===== src/rtl/dmem_arbiter.sv =====
`timescale 1ns/1ps
`default_nettype none
// ============================================================================
// Module      : dmem_arbiter
// Description : Two-port round-robin arbiter and access sequencer in front of
//               a single-port data memory. Each grant performs exactly one
//               single-cycle memory read or write (ACCESS), followed by a
//               one-cycle registered response to the winning port (RESP).
// Revision    : 1.0 - initial release
// ============================================================================
module dmem_arbiter #(
    parameter int ADDR_W = 32,
    parameter int DATA_W = 32
) (
    input  logic              clk,
    input  logic              rst_n,
    input  logic              r0_req,
    input  logic              r0_we,
    input  logic [ADDR_W-1:0] r0_addr,
    input  logic [DATA_W-1:0] r0_wdata,
    output logic              r0_gnt,
    output logic              r0_rvalid,
    output logic [DATA_W-1:0] r0_rdata,
    input  logic              r1_req,
    input  logic              r1_we,
    input  logic [ADDR_W-1:0] r1_addr,
    input  logic [DATA_W-1:0] r1_wdata,
    output logic              r1_gnt,
    output logic              r1_rvalid,
    output logic [DATA_W-1:0] r1_rdata,
    output logic [ADDR_W-1:0] mem_access_addr,
    output logic [DATA_W-1:0] mem_write_data,
    output logic              mem_write_en,
    output logic              mem_read,
    input  logic [DATA_W-1:0] mem_read_data,
    output logic              busy
);

    localparam logic [1:0] S_IDLE   = 2'd0;
    localparam logic [1:0] S_ACCESS = 2'd1;
    localparam logic [1:0] S_RESP   = 2'd2;

    logic [1:0]        state_q, state_d;
    logic              owner_q, owner_d;
    logic              last_owner_q, last_owner_d;
    logic              we_q, we_d;

    // Registered outputs; the memory-facing registers also hold the latched
    // address / write data of the current access during ACCESS.
    logic              r0_gnt_q, r0_gnt_d, r1_gnt_q, r1_gnt_d;
    logic              r0_rvalid_q, r0_rvalid_d, r1_rvalid_q, r1_rvalid_d;
    logic [DATA_W-1:0] r0_rdata_q, r0_rdata_d, r1_rdata_q, r1_rdata_d;
    logic [ADDR_W-1:0] mem_addr_q, mem_addr_d;
    logic [DATA_W-1:0] mem_wdata_q, mem_wdata_d;
    logic              mem_we_q, mem_we_d, mem_rd_q, mem_rd_d;
    logic              busy_q, busy_d;

    logic              arb_req, arb_win, arb_take;
    logic              win_we;
    logic [ADDR_W-1:0] win_addr;
    logic [DATA_W-1:0] win_wdata;
    logic [DATA_W-1:0] capture;
    logic              in_access;

    // Round-robin winner selection; a tie goes to the port not served last.
    always_comb begin
        arb_req = r0_req | r1_req;
        arb_win = 1'b0;
        if (r0_req && r1_req) begin
            arb_win = ~last_owner_q;
        end else if (r1_req) begin
            arb_win = 1'b1;
        end
        win_we    = arb_win ? r1_we    : r0_we;
        win_addr  = arb_win ? r1_addr  : r0_addr;
        win_wdata = arb_win ? r1_wdata : r0_wdata;
        arb_take  = arb_req && ((state_q == S_IDLE) || (state_q == S_RESP));
    end

    // State register.
    always_ff @(posedge clk or negedge rst_n) begin
        if (!rst_n) begin
            state_q <= S_IDLE;
        end else begin
            state_q <= state_d;
        end
    end

    // Next-state logic: ACCESS always lasts one cycle, RESP re-arbitrates.
    always_comb begin
        state_d = state_q;
        case (state_q)
            S_IDLE:   if (arb_req) state_d = S_ACCESS;
            S_ACCESS: state_d = S_RESP;
            S_RESP:   state_d = arb_req ? S_ACCESS : S_IDLE;
            default:  state_d = S_IDLE;
        endcase
    end

    // Next values of the registered outputs and the latched request context.
    always_comb begin
        in_access    = (state_q == S_ACCESS);
        capture      = we_q ? '0 : mem_read_data;
        owner_d      = arb_take ? arb_win : owner_q;
        last_owner_d = arb_take ? arb_win : last_owner_q;
        we_d         = arb_take ? win_we  : we_q;
        r0_gnt_d     = arb_take && !arb_win;
        r1_gnt_d     = arb_take &&  arb_win;
        mem_addr_d   = arb_take ? win_addr : '0;
        mem_wdata_d  = (arb_take && win_we) ? win_wdata : '0;
        mem_we_d     = arb_take &&  win_we;
        mem_rd_d     = arb_take && !win_we;
        r0_rvalid_d  = in_access && !owner_q;
        r1_rvalid_d  = in_access &&  owner_q;
        r0_rdata_d   = (in_access && !owner_q) ? capture : r0_rdata_q;
        r1_rdata_d   = (in_access &&  owner_q) ? capture : r1_rdata_q;
        busy_d       = (state_d != S_IDLE);
    end

    // Output and context registers; reset clears everything at once.
    always_ff @(posedge clk or negedge rst_n) begin
        if (!rst_n) begin
            owner_q      <= 1'b0;
            last_owner_q <= 1'b1;
            we_q         <= 1'b0;
            r0_gnt_q     <= 1'b0;
            r1_gnt_q     <= 1'b0;
            r0_rvalid_q  <= 1'b0;
            r1_rvalid_q  <= 1'b0;
            r0_rdata_q   <= '0;
            r1_rdata_q   <= '0;
            mem_addr_q   <= '0;
            mem_wdata_q  <= '0;
            mem_we_q     <= 1'b0;
            mem_rd_q     <= 1'b0;
            busy_q       <= 1'b0;
        end else begin
            owner_q      <= owner_d;
            last_owner_q <= last_owner_d;
            we_q         <= we_d;
            r0_gnt_q     <= r0_gnt_d;
            r1_gnt_q     <= r1_gnt_d;
            r0_rvalid_q  <= r0_rvalid_d;
            r1_rvalid_q  <= r1_rvalid_d;
            r0_rdata_q   <= r0_rdata_d;
            r1_rdata_q   <= r1_rdata_d;
            mem_addr_q   <= mem_addr_d;
            mem_wdata_q  <= mem_wdata_d;
            mem_we_q     <= mem_we_d;
            mem_rd_q     <= mem_rd_d;
            busy_q       <= busy_d;
        end
    end

    assign r0_gnt          = r0_gnt_q;
    assign r1_gnt          = r1_gnt_q;
    assign r0_rvalid       = r0_rvalid_q;
    assign r1_rvalid       = r1_rvalid_q;
    assign r0_rdata        = r0_rdata_q;
    assign r1_rdata        = r1_rdata_q;
    assign mem_access_addr = mem_addr_q;
    assign mem_write_data  = mem_wdata_q;
    assign mem_write_en    = mem_we_q;
    assign mem_read        = mem_rd_q;
    assign busy            = busy_q;

endmodule
`default_nettype wire


===== config.mk =====
export PLATFORM = sky130hd
export DESIGN_NAME = dmem_arbiter
export DESIGN_NICKNAME = d
export VERILOG_FILES = /design/src/rtl/dmem_arbiter.sv
export SDC_FILE = /design/constraint.sdc
export NUM_CORES = 1
export LEC_CHECK = 0
export BUFFER_PORTS_ARGS = -buffer_cell sky130_fd_sc_hd__buf_2
export CORE_ASPECT_RATIO = 0.7
export CORE_MARGIN = 2
export CORE_UTILIZATION = 45
export DETAILED_ROUTE_END_ITERATION = 8
export PLACE_DENSITY_LB_ADDON = 0.25
export SLEW_MARGIN = 0
export SYNTH_ARGS = -nofsm -noshare
export SYNTH_HDL_FRONTEND = slang
export SYNTH_SLANG_ARGS = --single-unit

===== constraint.sdc =====
create_clock -name clk -period 3.2 [get_ports clk]
set_input_delay 0.16 -clock clk [delete_from_list [all_inputs] [get_ports clk]]
set_output_delay 0.16 -clock clk [all_outputs]
set_load 0.02 [all_outputs]

Word level (Yosys, flattened, before mapping) --
Index checks and enable logic that the tools add are counted. W data, S select, Z words.
Word-level totals: bits in registers 140, input port bits 166, logic and storage cells 44
Operators by class: equality and inequality tests 2, multiplexer cells 11, bitwise logic cells 2, reductions and logical operators 14
Operator list (number):
- $mux W32 | 5
- $logic_and A1 B1 Y1 | 8
- $pmux W2 S3 | 1
- $mux W1 | 4
- $logic_not A1 Y1 | 3
- $eq A2 B1 Y1 const B | 1
- $eq A2 B2 Y1 const B | 1
- $logic_not A2 Y1 | 1
- $mux W2 | 1
- $reduce_bool A2 Y1 | 1
- $logic_or A1 B1 Y1 | 1
- $not A1 Y1 | 1
- $or A1 B1 Y1 | 1

Longest topological paths before layout --
Gate-level depths: netlist of run 1.
depth after elaboration 5, depth in mapped cells 5

Worst setup path after synthesis of run 1 --
OpenSTA, ideal clock, no wires.
path kind reg2reg, start register state_q[0], end register r0_rdata_q[10] (netlist: r0_rdata[10]), library setup time 133 ps, data arrival time 1229 ps, data required time 3067 ps, path slack 1838 ps, stages on the path, launching flop included 6, buffers on the path 2, clock period less this slack 1362 ps, path through dfrtp_1 or3b_1 buf_2 buf_2 nand2_1 o21ai_0
Between the ends: word-level cells in the longest chain between the ends 2
RTL lines:
- start, declared | RTL line 43 | logic [1:0] state_q, state_d;
- start signal, assigned | RTL line 85 | state_q <= state_d;
- $eq A2 B1 Y1 | RTL line 102 | in_access = (state_q == S_ACCESS);
- $logic_and A1 B1 Y1 | RTL line 115 | r0_rdata_d = (in_access && !owner_q) ? capture : r0_rdata_q;
- end signal, assigned | RTL line 145 | r0_rdata_q <= r0_rdata_d;
- end, declared | RTL line 52 | logic [DATA_W-1:0] r0_rdata_q, r0_rdata_d, r1_rdata_q, r1_rdata_d;
No other way between the ends. A chain may end at the register's enable or synchronous reset.

Final worst setup path of run 1 --
start register last_owner_q, end register mem_addr_q[2] (netlist: mem_access_addr[2])
Between the ends: word-level cells in the longest chain between the ends 4
RTL lines:
- start, declared | RTL line 45 | logic last_owner_q, last_owner_d;
- start signal, assigned | RTL line 139 | last_owner_q <= last_owner_d;
- $not A1 Y1 | RTL line 70 | arb_win = ~last_owner_q;
- $mux W1 | RTL line 69 | if (r0_req && r1_req) begin
- $mux W32 | RTL line 75 | win_addr = arb_win ? r1_addr : r0_addr;
- $mux W32 | RTL line 109 | mem_addr_d = arb_take ? win_addr : '0;
- net mem_addr_d[2] | RTL line 53 | logic [ADDR_W-1:0] mem_addr_q, mem_addr_d;
- end signal, assigned | RTL line 147 | mem_addr_q <= mem_addr_d;
- end, declared | RTL line 53
The timed path passes the listed nets, and every way through them passes these cells.

==> impl_results.md, run 1 <==
* Hold endpoint: mem_write_data[30]
* P_sw at 2.10 mW
* Register bit total from synthesis at 140
* Register area at 0.00350 mm^2
* Post-CTS setup buffers at 0
* Die Wd at 133 um
* Worst R2R Setup Slack at 0.63 ns
* Final setup viols at 0
* Period utilization at 80.4%
* Sw Ratio at 33.5%
* Max Fanout on Critical Path at 34
* Final cell count without fillers at 1078
* Post-Syn Area at 0.00527 mm^2
* Nets@finish at 1072
* Global-route wire length before repair at 29.0 mm
* Pins Over Slew Limit at 0
* Kind of critical path: reg2reg
* Final setup margin at 0.627 ns
* Post-DP HPWL at 10.6 mm
* Fill cells at 740
* Hold Crit Start: r0_wdata[30]
* Residual DRC at 0
* DRC marker count from the first detailed-route iteration at 262
* CP Launch Type: flip-flop
* Root buffer cell: clkbuf_16
* Drt wl/cell at 17.6 um
* Vias at 5490
* Slew @ Worst Pin at 1.11 ns
* Status: finished, final reports clean
* Static Leak at 4.82 nW
* Worst reg2reg path depth at 6
* CP Data Required Time at 3.54 ns
* Final Hold Viols at 0
* Vias per cell at 5.09
* Rel. slew slack at 26.0%
* Min Tclk post-route at 2.57 ns
* Worst Setup SP: last_owner_q
* Clock sinks at 140
* H-Tree Depth at 4
* Placer Congestion at 0.861
* Die area at 0.0126 mm^2
* Register area share after synthesis at 66.5%
* Area of the multi-input gates at 0.00159 mm^2
* Synth warn at 0
* Largest net degree at the start of global routing at 72
* Bufs on Longest Clock Path at 2
* PD cells at 712 mW/mm^2
* Final TNS setup at 0 ns
* CTS tree: built
* Clk slew on worst S/H paths at 0.06 ns
* Worst-Skew Late Latency at 0.41 ns
* Clk_skew at 0.00937 ns
* Layout area overhead at 66.8%
* Cell count after placement at 917
* Initial antenna violation count at 4
* Data arrival, critical path at 2.91 ns
* Remaining antenna violation count at 0
* Initial DRT Pass Iterations at 5
* HP Class: in2reg
* Achievable Freq at 389 MHz
* R2R Path End: mem_access_addr[2]
* Int Pwr at 4.16 mW
* Total power at 6.25 mW
* Pre-CTS setup slack at 1.29 ns
* Gr usage total at 30.2%
* Mapped Avg Cell Area at 10.8 um^2
* Post-synthesis cell count at 486
* Total grt overflow at 0
* Chip height at 94.5 um
* Routed wire length at 19.0 mm
* Number of I/O pins at 301
* Sequential fraction of design power at 38.2%
* Clock power share at 33.3%
* Unrepaired setup endpoints after global routing: no
* CP Capture Type: flip-flop
* Comb power frac at 28.6%
* Ratio of cells with drive above 1 in the final layout at 37.6%
* Cell variety after synth at 27
* Std-Cell Core Area at 0.0116 mm^2
* CTS Buf Count at 17
* IO Port Bufs at 300
* Vias in the first global route at 5649
* Max_cap viols at 0
* Synthesized Nets at 652
* Initial Util at 45.6%
* Hold path depth at 3
* Critical R2R Launch: last_owner_q
* Row Count at 33
* Peak VDD IR at 0.411 mV
-- registers in the layout (all words and copies together), names as in the netlist, 2 cells and up --
name,flops
mem_access_addr,32
mem_write_data,32
r0_rdata,32
r1_rdata,32
state_q,2
-- power groups by stage --
stage | Combinational [mW] | Sequential [mW] | Clock, mW
after detailed placement | 1.60 | 2.41 | 0
after CTS | 1.76 | 2.38 | 2.10
final | 1.79 | 2.39 | 2.08
after global placement | 1.55 | 2.38 | 0
after floorplan | 0.462 | 2.85 | 0
after global routing | 1.93 | 2.43 | 2.19
-- area by class of cell --
class	count	area share [%]
Antenna cell	3	0.0855
Clock buffer	18	4.89
Clock inverter	13	2.19
Inverter	4	0.171
Multi-Input combinational cell	308	18.1
Sequential cell	140	39.9
Tap cell	157	2.24
Timing Repair Buffer	435	32.5
-- logic make-up after synthesis --
group / synth area share (%)
simple gates: 14.4
flops: 66.5
compound gates: 15.6
buf+inv: 3.47
-- cell usage in the layout (no fill, tap or decap) --
| cell | count |
|---|---|
| a21bo_2 | 1 |
| a21boi_2 | 1 |
| a21o_1 | 2 |
| a21oi_1 | 32 |
| a22o_1 | 32 |
| a31oi_1 | 1 |
| a32oi_2 | 1 |
| and3_1 | 1 |
| and3b_1 | 1 |
| buf_12 | 1 |
| buf_2 | 299 |
| buf_4 | 7 |
| buf_6 | 1 |
| bufinv_16 | 4 |
| clkbuf_1 | 1 |
| clkbuf_16 | 17 |
| clkinv_4 | 2 |
| clkinvlp_4 | 5 |
| dfrtp_1 | 139 |
| dfstp_2 | 1 |
| diode_2 | 3 |
| dlygate4sd3_1 | 127 |
| inv_1 | 4 |
| inv_6 | 2 |
| nand2_1 | 130 |
| nand2b_1 | 33 |
| nand3b_1 | 1 |
| nor2_1 | 1 |
| nor2_2 | 1 |
| nor2b_1 | 3 |
| o21ai_0 | 63 |
| o21ai_1 | 1 |
| o21bai_1 | 1 |
| or2_2 | 1 |
| or3b_2 | 1 |
-- worst max path at each step --
| stage | end | slack [ns] | cells past startpoint |
|---|---|---|---|
| 4_1_cts | mem_access_addr[15] | 0.78 | 6 |
| 3_3_place_gp | mem_access_addr[18] | 1.40 | 5 |
| 5_1_grt | mem_access_addr[2] | 0.52 | 6 |
| 6_report | mem_access_addr[2] | 0.63 | 6 |
| 3_5_place_dp | r0_rdata[26] | 1.29 | 3 |
| 2_1_floorplan | r0_rdata[10] | 1.84 | 5 |
-- synth_stat cells --
cell type / count / share of area [%]
dfrtp_1: 139 / 66
nand2_1: 130 / 9.3
o21ai_0: 63 / 6.0
nand2b_1: 33 / 3.9
a21oi_1: 32 / 3.0
a22o_1: 32 / 5.3
clkbuf_1: 18 / 1.3
buf_2: 11 / 1.0
inv_1: 4 / 0.28
buf_4: 3 / 0.43
nor2b_1: 3 / 0.36
a21o_1: 2 / 0.28
buf_6: 2 / 0.43
a21bo_2: 1 / 0.19
a21boi_2: 1 / 0.21
a31oi_1: 1 / 0.12
a32oi_1: 1 / 0.17
and3_1: 1 / 0.12
and3b_1: 1 / 0.17
dfstp_2: 1 / 0.50
nand3b_1: 1 / 0.14
nor2_1: 1 / 0.071
nor2_2: 1 / 0.12
o21ai_1: 1 / 0.095
o21bai_1: 1 / 0.14
or2_2: 1 / 0.12
or3b_1: 1 / 0.17
-- through the flow --
stage	hold slack (ns)	cell area, um^2	utilization (%)
after floorplan	-0.136	5270	-
after global placement	0.200	6880	59.5
after detailed placement	0.210	6880	59.5
after CTS	0.00561	8780	75.9
after global routing	0.0214	8780	76.0
final	0.0211	8780	76.0
-- critical path, stage by stage, from the launching register on --
cell           delay, ns
dfstp_2             0.39
a21bo_2             0.20
buf_4               0.24
nor2_2              0.51
buf_4               0.39
a22o_1              0.19
dlygate4sd3_1       0.58
-- routing by layer --
layer,vias up,global-route usage [%],wire (um),share of wire [%]
met5,-,0,14,0.074
met4,2,17.0,878,4.6
met3,84,10.4,1770,9.3
met2,324,51.2,9360,49
met1,2618,34.0,6990,37
li1,2462,-,-,-
-- what timing repair did --
item / 4_1_cts / 5_1_grt
resized for setup: 0 / 0
hold buffers: 127 / 0
hold endpoints to repair: 133 / 0
Power figures use the tool's default switching activity.
==> run 2: changes to the inputs <==
Settings changed: CORE_UTILIZATION 45 to 44.
Clock period 3.2 ns to 2.45 ns, I/O delays scaled along.
==> run 2 against run 1 <==
Fmax increased by 23%. Clock-buffer cell count rose by 1. Design area increased by 2.0%. Total power is 28% higher. Non-clock buffer count grew 23. Die area is 2.2% higher. Utilization rose by 0.70 points. Sequential share of layout area fell by 0.79 points. Clock skew shrank 0.0016 ns. Critical path depth is 1 lower. Combinational power up 32%. Critical path type unchanged. Critical endpoint is now mem_access_addr[14]. Largest cell class unchanged.
==> impl_results.md, run 2 (synthesis gave the netlist of run 1 again) <==
* DRC marker count from the first detailed-route iteration at 250
* Final cell count without fillers at 1099
* Comb power frac at 29.5%
* Chip height at 95.5 um
* P_sw at 2.69 mW
* CP Capture Type: flip-flop
* Global-route wire length before repair at 28.7 mm
* Max Fanout on Critical Path at 33
* Remaining antenna violation count at 0
* Initial DRT Pass Iterations at 4
* Int Pwr at 5.29 mW
* Die Wd at 135 um
* Worst-Skew Late Latency at 0.41 ns
* Root buffer cell: clkbuf_16
* CP Launch Type: flip-flop
* Routed wire length at 19.0 mm
* Die area at 0.0129 mm^2
* CP peak stage delay at 0.58 ns
* Initial Util at 45.1%
* CTS Buf Count at 17
* Pins Over Slew Limit at 0
* H-Tree Depth at 4
* Final setup viols at 0
* Bufs on Longest Clock Path at 2
* Max_cap viols at 0
* Vias in the first global route at 5617
* Post-CTS setup buffers at 0
* Row Count at 33
* Final TNS setup at 0 ns
* Worst Setup SP: last_owner_q
* WHS at 0.00770 ns
* Slew @ Worst Pin at 1.08 ns
* Post-DP HPWL at 10.9 mm
* Achievable Freq at 479 MHz
* Data arrival, critical path at 2.43 ns
* Total grt overflow at 0
* Drt wl/cell at 17.3 um
* Hold path depth at 3
* Clock sinks at 140
* Number of I/O pins at 301
* Vias per cell at 4.95
* Unrepaired setup endpoints after global routing: no
* Period utilization at 85.2%
* HP Class: in2reg
* Sw Ratio at 33.7%
* Hold Crit Start: mem_read_data[12]
* Min Tclk post-route at 2.09 ns
* Pre-CTS setup slack at 0.561 ns
* Cell count after placement at 918
* CTS tree: built
* Rel. slew slack at 27.8%
* Total power at 7.98 mW
* Sequential fraction of design power at 39.2%
* Final Hold Viols at 0
* Resized cells post-CTS at 0
* Residual DRC at 0
* Slowest library cell on the worst path: dlygate4sd3_1
* Gr usage total at 29.5%
* Ratio of cells with drive above 1 in the final layout at 36.9%
* Commonest non-fill, non-tap cell in the layout: buf_2
* Fill cells at 732
* Worst R2R Setup Slack at 0.36 ns
* Kind of critical path: reg2reg
* Clk slew on worst S/H paths at 0.06 ns
* Status: finished, final reports clean
* Worst reg2reg path depth at 5
* PD cells at 890 mW/mm^2
* Critical R2R Launch: last_owner_q
* Largest net degree at the start of global routing at 66
* Final setup margin at 0.363 ns
* Clock power share at 31.3%
* CP Data Required Time at 2.79 ns
* Layout area overhead at 70.1%
* Vias at 5443
* Clk_skew at 0.00776 ns
* Initial antenna violation count at 3
* Nets@finish at 1095
* Static Leak at 4.92 nW
* R2R Path End: mem_access_addr[14]
* Hold endpoint: r1_rdata[12]
* Peak VDD IR at 0.584 mV
* CTS hold repair buffers at 149
* Crit-path cells: nand2b_1, and3b_1, buf_4, a22o_1, dlygate4sd3_1
* Placer Congestion at 0.831
* IO Port Bufs at 300
* Std-Cell Core Area at 0.0117 mm^2
* Commonest non-fill, non-tap cells in the layout: 299 x buf_2, 149 x dlygate4sd3_1, 139 x dfrtp_1, 130 x nand2_1, 63 x o21ai_0
-- run 2: cell count changes in the layout (fill, tap and decap cells not counted) --
| cell | before | now |
|---|---|---|
| clkinv_2 | 0 | 6 |
| clkbuf_1 | 1 | 0 |
| buf_4 | 7 | 8 |
| diode_2 | 3 | 1 |
| bufinv_16 | 4 | 2 |
| clkinvlp_4 | 5 | 2 |
| clkbuf_8 | 0 | 2 |
| inv_6 | 2 | 0 |
| dlygate4sd3_1 | 127 | 149 |
-- run 2: metal layers --
metal  track usage [%]  wire [um]  up-vias
li1                  -          -     2503
met3              9.73       1550       64
met2              50.5       9600      264
met1              33.9       7160     2610
met4              13.7        701        2
met5                 0         11        -
-- run 2: worst max path at each step --
stage / end / cells after the start / slack [ns]
after CTS: mem_access_addr[20] / 5 / 0.46
after global routing: mem_access_addr[14] / 5 / 0.30
after floorplan: r0_rdata[10] / 5 / 1.09
after global placement: r0_rdata[12] / 3 / 0.67
final: mem_access_addr[14] / 5 / 0.36
after detailed placement: r0_rdata[6] / 2 / 0.56
-- run 2: worst max-delay path: cells and delay by family, from the launching register on --
family,cells,cell delay (ns)
DFF,1,0.56
AOI/OAI and AO/OA,1,0.25
buffers and inverters,2,0.91
and+or+nand+nor,2,0.30
-- run 2: power groups by stage --
stage / clock network [mW] / registers (mW) / logic [mW]
2_1_floorplan: 0 / 3.73 / 0.603
3_3_place_gp: 0 / 3.12 / 2.03
3_5_place_dp: 0 / 3.15 / 2.08
4_1_cts: 2.50 / 3.12 / 2.33
5_1_grt: 2.65 / 3.18 / 2.56
6_report: 2.50 / 3.12 / 2.36
-- run 2: area by class of cell --
type                       count  area (um^2)  share of cell area [%]
inverter                       4         15.0                   0.168
tap                          157          196                    2.19
clock inverter                12          123                    1.37
multi-input combinational    308         1590                    17.7
clock buffer                  19          453                    5.05
timing repair buffer         458         3080                    34.4
sequential                   140         3500                    39.1
antenna                        1         2.50                  0.0279
-- run 2: stage by stage --
step           util (%)  instance area (um^2)
4_1_cts            76.7                  8960
5_1_grt            76.7                  8960
3_3_place_gp       59.0                  6890
6_report           76.7                  8960
3_5_place_dp       59.0                  6890
2_1_floorplan         -                  5270
==> run 3: changes to the inputs <==
Settings changed: CORE_MARGIN 2 to 8.
==> run 3 against run 2 <==
Utilization is 1.0 points higher. Fmax is 0.80% higher. Clock power is 18% higher. Die area is 23% higher. Routed wire length is 13% higher. Flip-flop and latch count stayed put. Critical path depth stayed put. Clock skew is 0.00067 ns lower. Via count is 2.9% higher. Global-route usage is 2.8 points lower.
==> impl_results.md, run 3 (synthesis gave the netlist of run 1 again) <==
* Min Tclk post-route at 2.07 ns
* Slew @ Worst Pin at 1.11 ns
* Final setup margin at 0.379 ns
* Post-DP HPWL at 12.6 mm
* Number of I/O pins at 301
* Chip height at 108 um
* Clock sinks at 140
* Placer Congestion at 0.811
* Die area at 0.0158 mm^2
* Post-CTS setup buffers at 0
* Die Wd at 147 um
* Residual DRC at 0
* CTS tree: built
* Max Fanout on Critical Path at 33
* Crit-path cells: nand2b_1, and3b_1, buf_4, a22o_1, dlygate4sd3_1
* Global-route wire length before repair at 32.5 mm
* Final setup viols at 0
* IO Port Bufs at 300
* Commonest non-fill, non-tap cell in the layout: buf_2
* Initial DRT Pass Iterations at 4
* Vias in the first global route at 6118
* CP Launch Type: flip-flop
* HP Class: in2reg
* CTS hold repair buffers at 150
* Pins Over Slew Limit at 0
* Cell count after placement at 918
* Static Leak at 4.97 nW
* CP peak stage delay at 0.58 ns
* DP Area at 0.00689 mm^2
* Drt wl/cell at 19.5 um
* Max_cap viols at 0
* Worst R2R Setup Slack at 0.38 ns
* Nets@finish at 1096
* Layout area overhead at 72.4%
* Remaining antenna violation count at 0
* Data arrival, critical path at 2.41 ns
* Routed wire length at 21.5 mm
* Bufs on Longest Clock Path at 2
* Hold path depth at 3
* Period utilization at 84.5%
* Vias per cell at 5.08
* Status: finished, final reports clean
* Total grt overflow at 0
* Final cell count without fillers at 1103
* DRC marker count from the first detailed-route iteration at 323
* CP Capture Type: flip-flop
* Vias at 5599
* Final TNS setup at 0 ns
* Final Hold Viols at 0
* Worst reg2reg path depth at 5
* Peak VDD IR at 0.708 mV
* Finished Cell Area at 0.00908 mm^2
* Rel. slew slack at 25.7%
* Row Count at 33
* Pre-CTS setup slack at 0.549 ns
* Commonest non-fill, non-tap cells in the layout: 299 x buf_2, 150 x dlygate4sd3_1, 139 x dfrtp_1, 130 x nand2_1, 63 x o21ai_0
* Critical R2R Launch: last_owner_q
* Kind of critical path: reg2reg
* Root buffer cell: clkbuf_16
* Clk slew on worst S/H paths at 0.06 ns
* Initial Util at 45.1%
* CP Data Required Time at 2.79 ns
* Clk_skew at 0.00709 ns
* Gr usage total at 26.6%
* PD cells at 933 mW/mm^2
* Achievable Freq at 483 MHz
* Std-Cell Core Area at 0.0117 mm^2
* Total power at 8.48 mW
* Initial antenna violation count at 6
* Slowest library cell on the worst path: dlygate4sd3_1
* Hold Crit Start: mem_read_data[4]
* Resized cells post-CTS at 0
* Unrepaired setup endpoints after global routing: no
* R2R Path End: mem_access_addr[29]
* Ratio of cells with drive above 1 in the final layout at 36.8%
* Hold endpoint: r0_rdata[4]
* CTS Buf Count at 17
* H-Tree Depth at 4
* Largest net degree at the start of global routing at 66
* Worst-Skew Late Latency at 0.42 ns
[run 3: cell count changes in the layout (fill, tap and decap cells not counted)]
| cell | previous run | this run |
|---|---|---|
| clkbuf_8 | 2 | 1 |
| clkbuf_1 | 0 | 1 |
| dlygate4sd3_1 | 149 | 150 |
| diode_2 | 1 | 3 |
| clkinv_4 | 2 | 3 |
| clkinvlp_4 | 2 | 1 |
| bufinv_16 | 2 | 6 |
| clkinv_2 | 6 | 1 |
| inv_6 | 0 | 2 |
[run 3: how the worst max path moves through the flow]
stage                       from                  end  slack, ns
global placement      state_q[0]         r0_rdata[26]       0.67
detailed placement    state_q[0]          r0_rdata[8]       0.55
finish              last_owner_q  mem_access_addr[29]       0.38
global route        last_owner_q  mem_access_addr[29]       0.29
CTS                 last_owner_q  mem_access_addr[26]       0.44
floorplan             state_q[0]         r0_rdata[10]       1.09
[run 3: stage by stage]
| step | hold slack (ns) | util [%] |
|---|---|---|
| floorplan | -0.173 | - |
| global placement | 0.106 | 59.0 |
| detailed placement | 0.122 | 59.0 |
| CTS | 0.000376 | 77.6 |
| global route | 0.00652 | 77.7 |
| finish | 0.00265 | 77.7 |
[run 3: cell type report]
class,instances,area [um^2]
diodes,3,7.51
clock buffers,19,443
clock inverters,13,236
fillers,679,2610
inverters,4,15.0
multi-input cells,308,1590
flip-flops and latches,140,3500
well taps,157,196
repair buffers,459,3090
[run 3: critical path: cells and delay by family, from the launching register on]
| kind | cells | cell delay [ns] |
|---|---|---|
| AO/OA/AOI/OAI | 1 | 0.22 |
| buffers and inverters | 2 | 0.91 |
| flip-flops | 1 | 0.57 |
| AND/OR/NAND/NOR | 2 | 0.29 |
[run 3: report_power, final]
group / leakage [nW] / internal, mW / total [mW] / switching, mW
clock: 0.328 / 1.95 / 2.96 / 1.01
combinational: 2.80 / 0.921 / 2.39 / 1.47
sequential: 1.84 / 2.82 / 3.12 / 0.296
total: 4.97 / 5.69 / 8.48 / 2.78
[run 3: per-layer routing]
| metal | GRT usage [%] | wire length [um] | share of wire, % | up-vias |
|---|---|---|---|---|
| li1 | - | - | - | 2519 |
| met4 | 14.1 | 975 | 4.5 | 8 |
| met5 | 0 | 56 | 0.26 | - |
| met2 | 46.8 | 10900 | 51 | 293 |
| met1 | 26.0 | 7410 | 34 | 2691 |
| met3 | 12.5 | 2220 | 10 | 88 |
